### src/rtl/seg_scan_mux.sv
// Multiplexed seven-segment scan controller: frame-synchronous shadow loading, 4-bit PWM
// brightness, per-digit blanking. Define SEG_LZ_BLANK_EN to add leading-zero blanking.
module seg_scan_mux #(
    parameter int DIGITS      = 4,
    parameter int REFRESH_DIV = 100000
) (
    input  logic                  clk,
    input  logic                  rst_n,
    input  logic [4*DIGITS-1:0]   digits_in,
    input  logic [DIGITS-1:0]     dp_in,
    input  logic [DIGITS-1:0]     blank_mask,
    input  logic [3:0]            brightness,
    input  logic                  load,
    output logic [6:0]            seg,
    output logic                  dp,
    output logic [DIGITS-1:0]     an,
    output logic                  frame_done
);

    localparam int STEP  = REFRESH_DIV / 16;
    localparam int PRE_W = (REFRESH_DIV > 1) ? $clog2(REFRESH_DIV) : 1;
    localparam int SUB_W = (STEP > 1) ? $clog2(STEP) : 1;
    localparam int IDX_W = (DIGITS > 1) ? $clog2(DIGITS) : 1;
    localparam logic [PRE_W-1:0] PRE_LAST = PRE_W'(REFRESH_DIV - 1);
    localparam logic [SUB_W-1:0] SUB_LAST = SUB_W'(STEP - 1);
    localparam logic [IDX_W-1:0] IDX_LAST = IDX_W'(DIGITS - 1);

    logic [PRE_W-1:0]    pre;
    logic [SUB_W-1:0]    sub;
    logic [3:0]          phase;
    logic [IDX_W-1:0]    idx;
    logic [3:0]          level;
    logic                frame_start;
    logic                pending;
    logic                slot_end;
    logic                wrap;

    logic [4*DIGITS-1:0] shd_dig_p0;
    logic [DIGITS-1:0]   shd_dp_p0;
    logic [DIGITS-1:0]   shd_blank_p0;
    logic [4*DIGITS-1:0] dsp_dig_p1;
    logic [DIGITS-1:0]   dsp_dp_p1;
    logic [DIGITS-1:0]   dsp_blank_p1;

    logic [DIGITS-1:0]   blank_eff;
    logic [3:0]          lvl_eff;
    logic [3:0]          cur_nib;
    logic                cur_dp;
    logic                cur_blank;
    logic                en;

    function automatic logic [6:0] hex7(input logic [3:0] n);
        case (n)
            4'h0: hex7 = 7'b1000000;
            4'h1: hex7 = 7'b1111001;
            4'h2: hex7 = 7'b0100100;
            4'h3: hex7 = 7'b0110000;
            4'h4: hex7 = 7'b0011001;
            4'h5: hex7 = 7'b0010010;
            4'h6: hex7 = 7'b0000010;
            4'h7: hex7 = 7'b1111000;
            4'h8: hex7 = 7'b0000000;
            4'h9: hex7 = 7'b0010000;
            4'hA: hex7 = 7'b0001000;
            4'hB: hex7 = 7'b0000011;
            4'hC: hex7 = 7'b1000110;
            4'hD: hex7 = 7'b0100001;
            4'hE: hex7 = 7'b0000110;
            default: hex7 = 7'b0001110;
        endcase
    endfunction

    assign slot_end = (pre == PRE_LAST);
    assign wrap     = slot_end && (idx == IDX_LAST);

    // Scan timing: pre/sub/phase track the slot, idx selects the digit
    always_ff @(posedge clk or negedge rst_n) begin
        if (!rst_n) begin
            pre         <= '0;
            sub         <= '0;
            phase       <= '0;
            idx         <= '0;
            frame_start <= 1'b0;
        end else begin
            frame_start <= wrap;
            if (slot_end) begin
                pre   <= '0;
                sub   <= '0;
                phase <= '0;
                idx   <= (idx == IDX_LAST) ? '0 : idx + 1'b1;
            end else begin
                pre <= pre + 1'b1;
                if (sub == SUB_LAST) begin
                    sub   <= '0;
                    phase <= phase + 1'b1;
                end else begin
                    sub <= sub + 1'b1;
                end
            end
        end
    end

    // The level used at pre==0 must equal the one held for the rest of the slot
    always_ff @(posedge clk or negedge rst_n) begin
        if (!rst_n) begin
            level <= '0;
        end else if (pre == '0) begin
            level <= brightness;
        end
    end

    assign lvl_eff = (pre == '0) ? brightness : level;

    // Stage p0 -> p1: shadow capture, display update only at frame wrap
    always_ff @(posedge clk or negedge rst_n) begin
        if (!rst_n) begin
            pending      <= 1'b0;
            shd_dig_p0   <= '0;
            shd_dp_p0    <= '0;
            shd_blank_p0 <= '0;
            dsp_dig_p1   <= '0;
            dsp_dp_p1    <= '0;
            dsp_blank_p1 <= '0;
        end else if (wrap) begin
            pending <= 1'b0;
            if (load) begin
                dsp_dig_p1   <= digits_in;
                dsp_dp_p1    <= dp_in;
                dsp_blank_p1 <= blank_mask;
            end else if (pending) begin
                dsp_dig_p1   <= shd_dig_p0;
                dsp_dp_p1    <= shd_dp_p0;
                dsp_blank_p1 <= shd_blank_p0;
            end
        end else if (load) begin
            pending      <= 1'b1;
            shd_dig_p0   <= digits_in;
            shd_dp_p0    <= dp_in;
            shd_blank_p0 <= blank_mask;
        end
    end

`ifdef SEG_LZ_BLANK_EN
    logic [DIGITS-1:0] lz;
    logic              lead;

    always_comb begin
        lz   = '0;
        lead = 1'b1;
        for (int i = DIGITS - 1; i >= 1; i--) begin
            lead  = lead && (dsp_dig_p1[4*i +: 4] == 4'h0) && !dsp_dp_p1[i];
            lz[i] = lead;
        end
    end

    assign blank_eff = dsp_blank_p1 | lz;
`else
    assign blank_eff = dsp_blank_p1;
`endif

    always_comb begin
        cur_nib   = '0;
        cur_dp    = 1'b0;
        cur_blank = 1'b1;
        for (int i = 0; i < DIGITS; i++) begin
            if (idx == IDX_W'(i)) begin
                cur_nib   = dsp_dig_p1[4*i +: 4];
                cur_dp    = dsp_dp_p1[i];
                cur_blank = blank_eff[i];
            end
        end
    end

    assign en = (phase < lvl_eff) && !cur_blank;

    // Stage p1 -> outputs: decoded and gated, all registered
    always_ff @(posedge clk or negedge rst_n) begin
        if (!rst_n) begin
            an         <= '1;
            seg        <= 7'h7F;
            dp         <= 1'b1;
            frame_done <= 1'b0;
        end else begin
            frame_done <= frame_start;
            an         <= en ? ~(DIGITS'(1) << idx) : '1;
            seg        <= en ? hex7(cur_nib) : 7'h7F;
            dp         <= en ? ~cur_dp : 1'b1;
        end
    end

endmodule

### config.mk
export PLATFORM = sky130hd
export DESIGN_NAME = seg_scan_mux
export DESIGN_NICKNAME = d
export VERILOG_FILES = /design/src/rtl/seg_scan_mux.sv
export SDC_FILE = /design/constraint.sdc
export NUM_CORES = 1
export LEC_CHECK = 0
export ABC_AREA = 1
export BUFFER_PORTS_ARGS = -buffer_cell sky130_fd_sc_hd__buf_2
export CAP_MARGIN = 5
export CORE_ASPECT_RATIO = 1.2
export CORE_MARGIN = 5
export CORE_UTILIZATION = 50
export CTS_BUF_LIST = sky130_fd_sc_hd__clkbuf_4
export DETAILED_ROUTE_END_ITERATION = 12
export HOLD_SLACK_MARGIN = 0.1
export PLACE_DENSITY = 0.68
export SETUP_SLACK_MARGIN = 0.3
export SYNTH_ARGS = -nofsm -noshare
export SYNTH_HDL_FRONTEND = slang
export SYNTH_SLANG_ARGS = --single-unit
export TNS_END_PERCENT = 1
### constraint.sdc
create_clock -name clk -period 2.8 [get_ports clk]
set_input_delay 0.14 -clock clk [delete_from_list [all_inputs] [get_ports clk]]
set_output_delay 0.14 -clock clk [all_outputs]
set_load 0.01 [all_outputs]
; ---- After elaboration in Yosys (flattened, before gate mapping)
; Memories as Yosys holds them, arrays and structs flattened.
; Cells that the tools add are included.
[totals]
ff_bits = 103
mem_bits_ro = 112
input_bits = 31
out_inout_bits = 13
wordCells = 72
n_memories = 1
[classes]
addsub = 4
magnitude_cmp = 1
eq_ne = 5
shift = 1
muxes = 30
n_bitwise = 3
n_reduce_logical = 10
[memory_table]
columns = memory, words, width, rd, rd_clocked_by_memory_dff, write_ports, line_no
row1 = (no name shown), 16, 7, 1, 0, 0, 53  ; case (n)
[ops]
columns = op, n
row1 = 4-bit 2-to-1 mux, 12
row2 = 16-bit 2-to-1 mux, 2
row3 = 13-bit 2-to-1 mux, 2
row4 = "17-bit by 1-bit adder with 17-bit output, second input constant", 1
row5 = "17-bit == test, second input constant", 1
row6 = 17-bit zero test, 1
row7 = 17-bit 2-to-1 mux, 1
row8 = "13-bit by 1-bit adder with 13-bit output, second input constant", 1
row9 = "13-bit == test, second input constant", 1
row10 = 1-bit 2-to-1 mux, 11
row11 = 7-bit 2-to-1 mux, 1
row12 = 2-bit nonzero test, 3
row13 = "4-bit by 1-bit adder with 4-bit output, second input constant", 1
row14 = "2-bit == test, second input constant", 2
row15 = 4-bit less-than comparator, 1
row16 = 4-bit inverter, 1
row17 = 2-bit AND reduction, 2
row18 = "1-bit by 2-bit << shifter with 4-bit output, first input constant", 1
row19 = "2-bit by 1-bit adder with 2-bit output, second input constant", 1
row20 = "2-bit by 1-bit == test with 1-bit output, second input constant", 1
row21 = 1-bit logical AND, 2
row22 = 2-bit zero test, 1
row23 = 2-bit 2-to-1 mux, 1
row24 = 1-bit inverter, 2
row25 = 1-bit zero test, 1

; ---- Logic depth before layout (Yosys ltp)
[depth]
depth_word = 8
ltp_mapped = 16

; ---- Least setup slack after synthesis
; Ideal clock, no wire load.
[synth_path]
path_kind = register to register
startpoint = register pre[0]
endpoint = register an[2]
setup_time_ns = 0.093
arrival_ns = 2.067
required_time_ns = 2.707
setup_slack_ns = 0.640
stages_incl_launch_ff = 15
path_cell_list = dfrtp_1 inv_1 ha_1 inv_1 nor2_1 nand2_1 nor2_1 nand2_1 mux2i_1 ha_1 a21oi_1 nand2_1 a21oi_1 buf_2 nand3_1
[synth_between]
elab_chain_cells = 5
[synth_lines]
columns = element, line_no
row1 = start: declaration, 28  ; logic [PRE_W-1:0] pre;
row2 = start signal: assignment, 92  ; pre <= pre + 1'b1;
row3 = 17-bit zero test, 112  ; assign lvl_eff = (pre == '0) ? brightness : level;
row4 = 4-bit 2-to-1 mux, 112
row5 = 4-bit less-than comparator, 174  ; assign en = (phase < lvl_eff) && !cur_blank;
row6 = 1-bit logical AND, 174
row7 = 4-bit 2-to-1 mux, 185  ; an <= en ? ~(DIGITS'(1) << idx) : '1;
row8 = end signal: assignment, 185
row9 = end: declaration, 16  ; output logic [DIGITS-1:0] an,
; Every way passes these cells.
; A chain may end at the register's enable or synchronous reset.

; ---- Worst setup path after layout
[layout_path]
startpoint = register idx[1]
endpoint = register seg[3]
[layout_between]
elab_chain_cells = 8
elab_cells_between_ends = 16
[layout_lines]
columns = element, line_no
row1 = start: declaration, 31  ; logic [IDX_W-1:0] idx;
row2 = start signal: assignment, 90  ; idx <= (idx == IDX_LAST) ? '0 : idx + 1'b1;
row3 = "parallel branches: the longest is 7 deep, another holds memory 16 x 7 bit", -
row4 = 7-bit 2-to-1 mux *, 186  ; seg <= en ? hex7(cur_nib) : 7'h7F;
row5 = end signal: assignment, 186
row6 = end: declaration, 14  ; output logic [6:0] seg,
; Mark *: on every way between the ends.

==> impl_metrics.json <==
{
  "synthArstFlopShare_pct": 100,
  "clkSinkCount": 103,
  "areaGrowthSynthToFinish_pct": 13.7,
  "dp_hpwl_mm": 8.69,
  "grt_first_pass_wirelength_mm": 21.0,
  "synth_nets": 761,
  "fmax_mhz": 442,
  "whs_ns": 0.259,
  "status": "completed",
  "tightest_slew_ns": 0.699,
  "fin_cells": 919,
  "boundaryPins": 44,
  "place_congestion": 0.921,
  "vias": 4653,
  "first_iter_violations": 212,
  "cts_root_buffer": "clkbuf_4",
  "syn_avg_cell_area_um2": 7.84,
  "synth_mux_area_share_pct": 0.359,
  "timing.rr.end": "seg[3]",
  "synthXorXnorAreaFrac_pct": 2.51,
  "synthCells": 712,
  "p_seq_share_pct": 61.2,
  "comb_power_share_pct": 8.0,
  "synth_compound_gate_area_share_pct": 11.4,
  "hold_class": "input port to async pin",
  "synth_top_family_by_area": "simple AND/OR/NAND/NOR gates",
  "rsz0062_at_grt": "no",
  "yosysMostFrequentCell": "inv_1",
  "crit_path_start_kind": "flop",
  "power.total_w": 0.00252,
  "hold_viol_final": 0,
  "p_leak_nw": 3.17,
  "max_stage_delay_ns": 0.42,
  "synth_edf_count": 0,
  "synthSimpleGateAreaFrac_pct": 23.5,
  "worstReg2RegStart": "idx[1]",
  "synth_fa_ha_area_share_pct": 4.04,
  "syn-cell-area_um2": 5580,
  "io_buffers": 43,
  "fin_nets": 830,
  "synthTopCellsByArea": "dfrtp_1 (41%), inv_1 (9.1%), nand2_1 (8.5%)",
  "setup_viol": 0,
  "slew_headroom_pct": 53.4,
  "clock_path_buffers": 2,
  "placementRows": 42,
  "period_minus_slack_ns": 2.26,
  "crit_path_max_fanout": 9,
  "drv_cap": 0,
  "r2r_slack_ns": 0.54,
  "crit_type": "flop to flop",
  "place_inst": 872,
  "arrival_ns": 2.65,
  "fp.dieH_um": 126,
  "seq_area_frac_synth_pct": 46.5,
  "ant_nets": 0,
  "drt_wl_total_mm": 11.8,
  "crit_slowest_cell": "dfrtp_1",
  "cts_buffers": 9,
  "drive_gt1_share_pct": 14.8,
  "via_per_inst": 5.06,
  "drcViolationCount": 0,
  "htreeDepth": 3,
  "rr_worst_depth": 15,
  "start_util_pct": 50.8,
  "dominantRegCellSynth": "dfrtp_1",
  "path_delay_family": "simple AND/OR/NAND/NOR gates",
  "wl_per_cell_um": 12.9,
  "ys_seq_elements": 103,
  "timing.final.ws_setup_ns": 0.536,
  "cts_tree": "done",
  "fin_skew_ns": 0.0110,
  "path_clk_slew_ns": 0.15,
  "synth_top_area_share_pct": 40.8,
  "p_int_w": 0.00191,
  "dp_worst_setup_slack_ns": 0.500,
  "min_period_over_period_pct": 80.9,
  "slew_violations": 0,
  "clk_latency_ns": 0.45,
  "path_buf_inv": 4,
  "gr-usage-all-layers_pct": 19.2,
  "cts_setup_buffers": 0,
  "synth_warnings": 0,
  "grt_max_degree": 55,
  "grt_overflow": 0,
  "antenna_found_initial": 1,
  "yosysTopAreaCell": "dfrtp_1",
  "ir_drop_mv": 0.250,
  "critPathMostFrequentCell": "nand2_1",
  "die_w_um": 106,
  "switching_power_w": 0.000605,
  "critPathCaptureType": "flop",
  "first_global_vias": 4520,
  "swShare_pct": 24.0,
  "worst_ep_required_time_ns": 3.19,
  "crit_chain": "inv_1, ha_1, inv_1, nand2_1, nand3_1, nand2_1, nand2_1, inv_1, ha_1, nand3_1, nand2_1, nand2_1, nand2_1, inv_1, nand3_1",
  "drt-pass1-iter-count": 5,
  "dieArea_um2": 13400,
  "clkPwrFrac_pct": 30.8,
  "synthDistinctLibCells": 34,
  "synth_common_cells": "inv_1 (135), nand2_1 (127), dfrtp_1 (91)",
  "core_um2": 11000,
  "finalSetupTns_ns": 0,
  "power_per_cell_area_nw_per_um2": 397
}
[state kept, by name, indices dropped and copies added (netlist names)]
name,flops
pre,17
dsp_dig_p1,16
shd_dig_p0,16
sub,13
seg,7
an,4
blank_eff,4
dsp_dp_p1,4
level,4
phase,4
shd_blank_p0,4
shd_dp_p0,4
idx,2
dp,1
frame_done,1
frame_start,1
pending,1
[stage by stage]
stage / utilization (%) / cell area (um2)
detailed placement: 53.7 / 5890
global placement: 53.7 / 5890
finish: 57.7 / 6340
global route: 57.7 / 6340
CTS: 57.6 / 6330
floorplan: - / 5580
[power by group through the flow]
stage,registers (W),logic [W],clock network (W)
floorplan,0.00156,0.000102,0
detailed placement,0.00157,0.000172,0
finish,0.00154,0.000201,0.000775
global route,0.00155,0.000231,0.000865
global placement,0.00157,0.000167,0
CTS,0.00154,0.000204,0.000807
[per-layer routing]
layer	vias up	wire, um	track usage, %
li1	2350	-	-
met5	-	0	0
met3	24	403	3.17
met2	88	6030	32.6
met4	0	282	7.37
met1	2191	5110	24.4
[worst reg2reg max path, delay by kind of cell (launching register included)]
kind                       cells  cell delay [ns]
adders and majority gates      2             0.53
buffers and inverters          4             0.43
DFF                            1             0.42
and+or+nand+nor                9             0.82
[layout by cell type, fill, tap and decap left out, types with 18 or more instances in the layout]
cell type,count
dfrtp_1,91
nor2_1,85
o21ai_0,21
o21ai_1,24
dlygate4sd3_1,30
buf_2,42
ha_1,18
nand2_1,126
nand3_1,45
a21oi_1,46
inv_1,135
[logic make-up (layout without fill, tap and decap cells)]
group | after synthesis | count (layout)
AO/OA/AOI/OAI | 112 | 112
XOR/XNOR | 16 | 16
adder cells (fa/ha/maj) | 18 | 18
buffers and inverters | 159 | 233
flip-flops | 103 | 103
multiplexers | 2 | 2
other | 0 | 1
AND/OR/NAND/NOR | 302 | 302
[repair_timing]
| action | in CTS | in global routing |
|---|---|---|
| endpoints found under the hold margin | 104 | 0 |
| gates resized for setup | 0 | 3 |
| hold buffers | 30 | 0 |
| endpoints found under the setup margin | 0 | 12 |
[cell type report]
type / count / area [um2]
Clock buffer: 12 / 90.1
Inverter: 138 / 518
Tap cell: 132 / 165
Timing Repair Buffer: 79 / 588
Fill cell: 1016 / 4640
Sequential cell: 103 / 2590
Multi-Input combinational cell: 450 / 2340
Clock inverter: 4 / 46.3
Antenna cell: 1 / 2.50
[worst max path at each step]
stage | startpoint | end | depth (start not counted)
detailed placement | pre[0] | seg[2] | 14
global route | idx[1] | seg[5] | 13
CTS | pre[0] | seg[2] | 14
floorplan | pre[0] | an[2] | 14
finish | idx[1] | seg[3] | 15
global placement | pre[0] | an[3] | 14
Note: power is estimated with default switching activity, not from simulation.
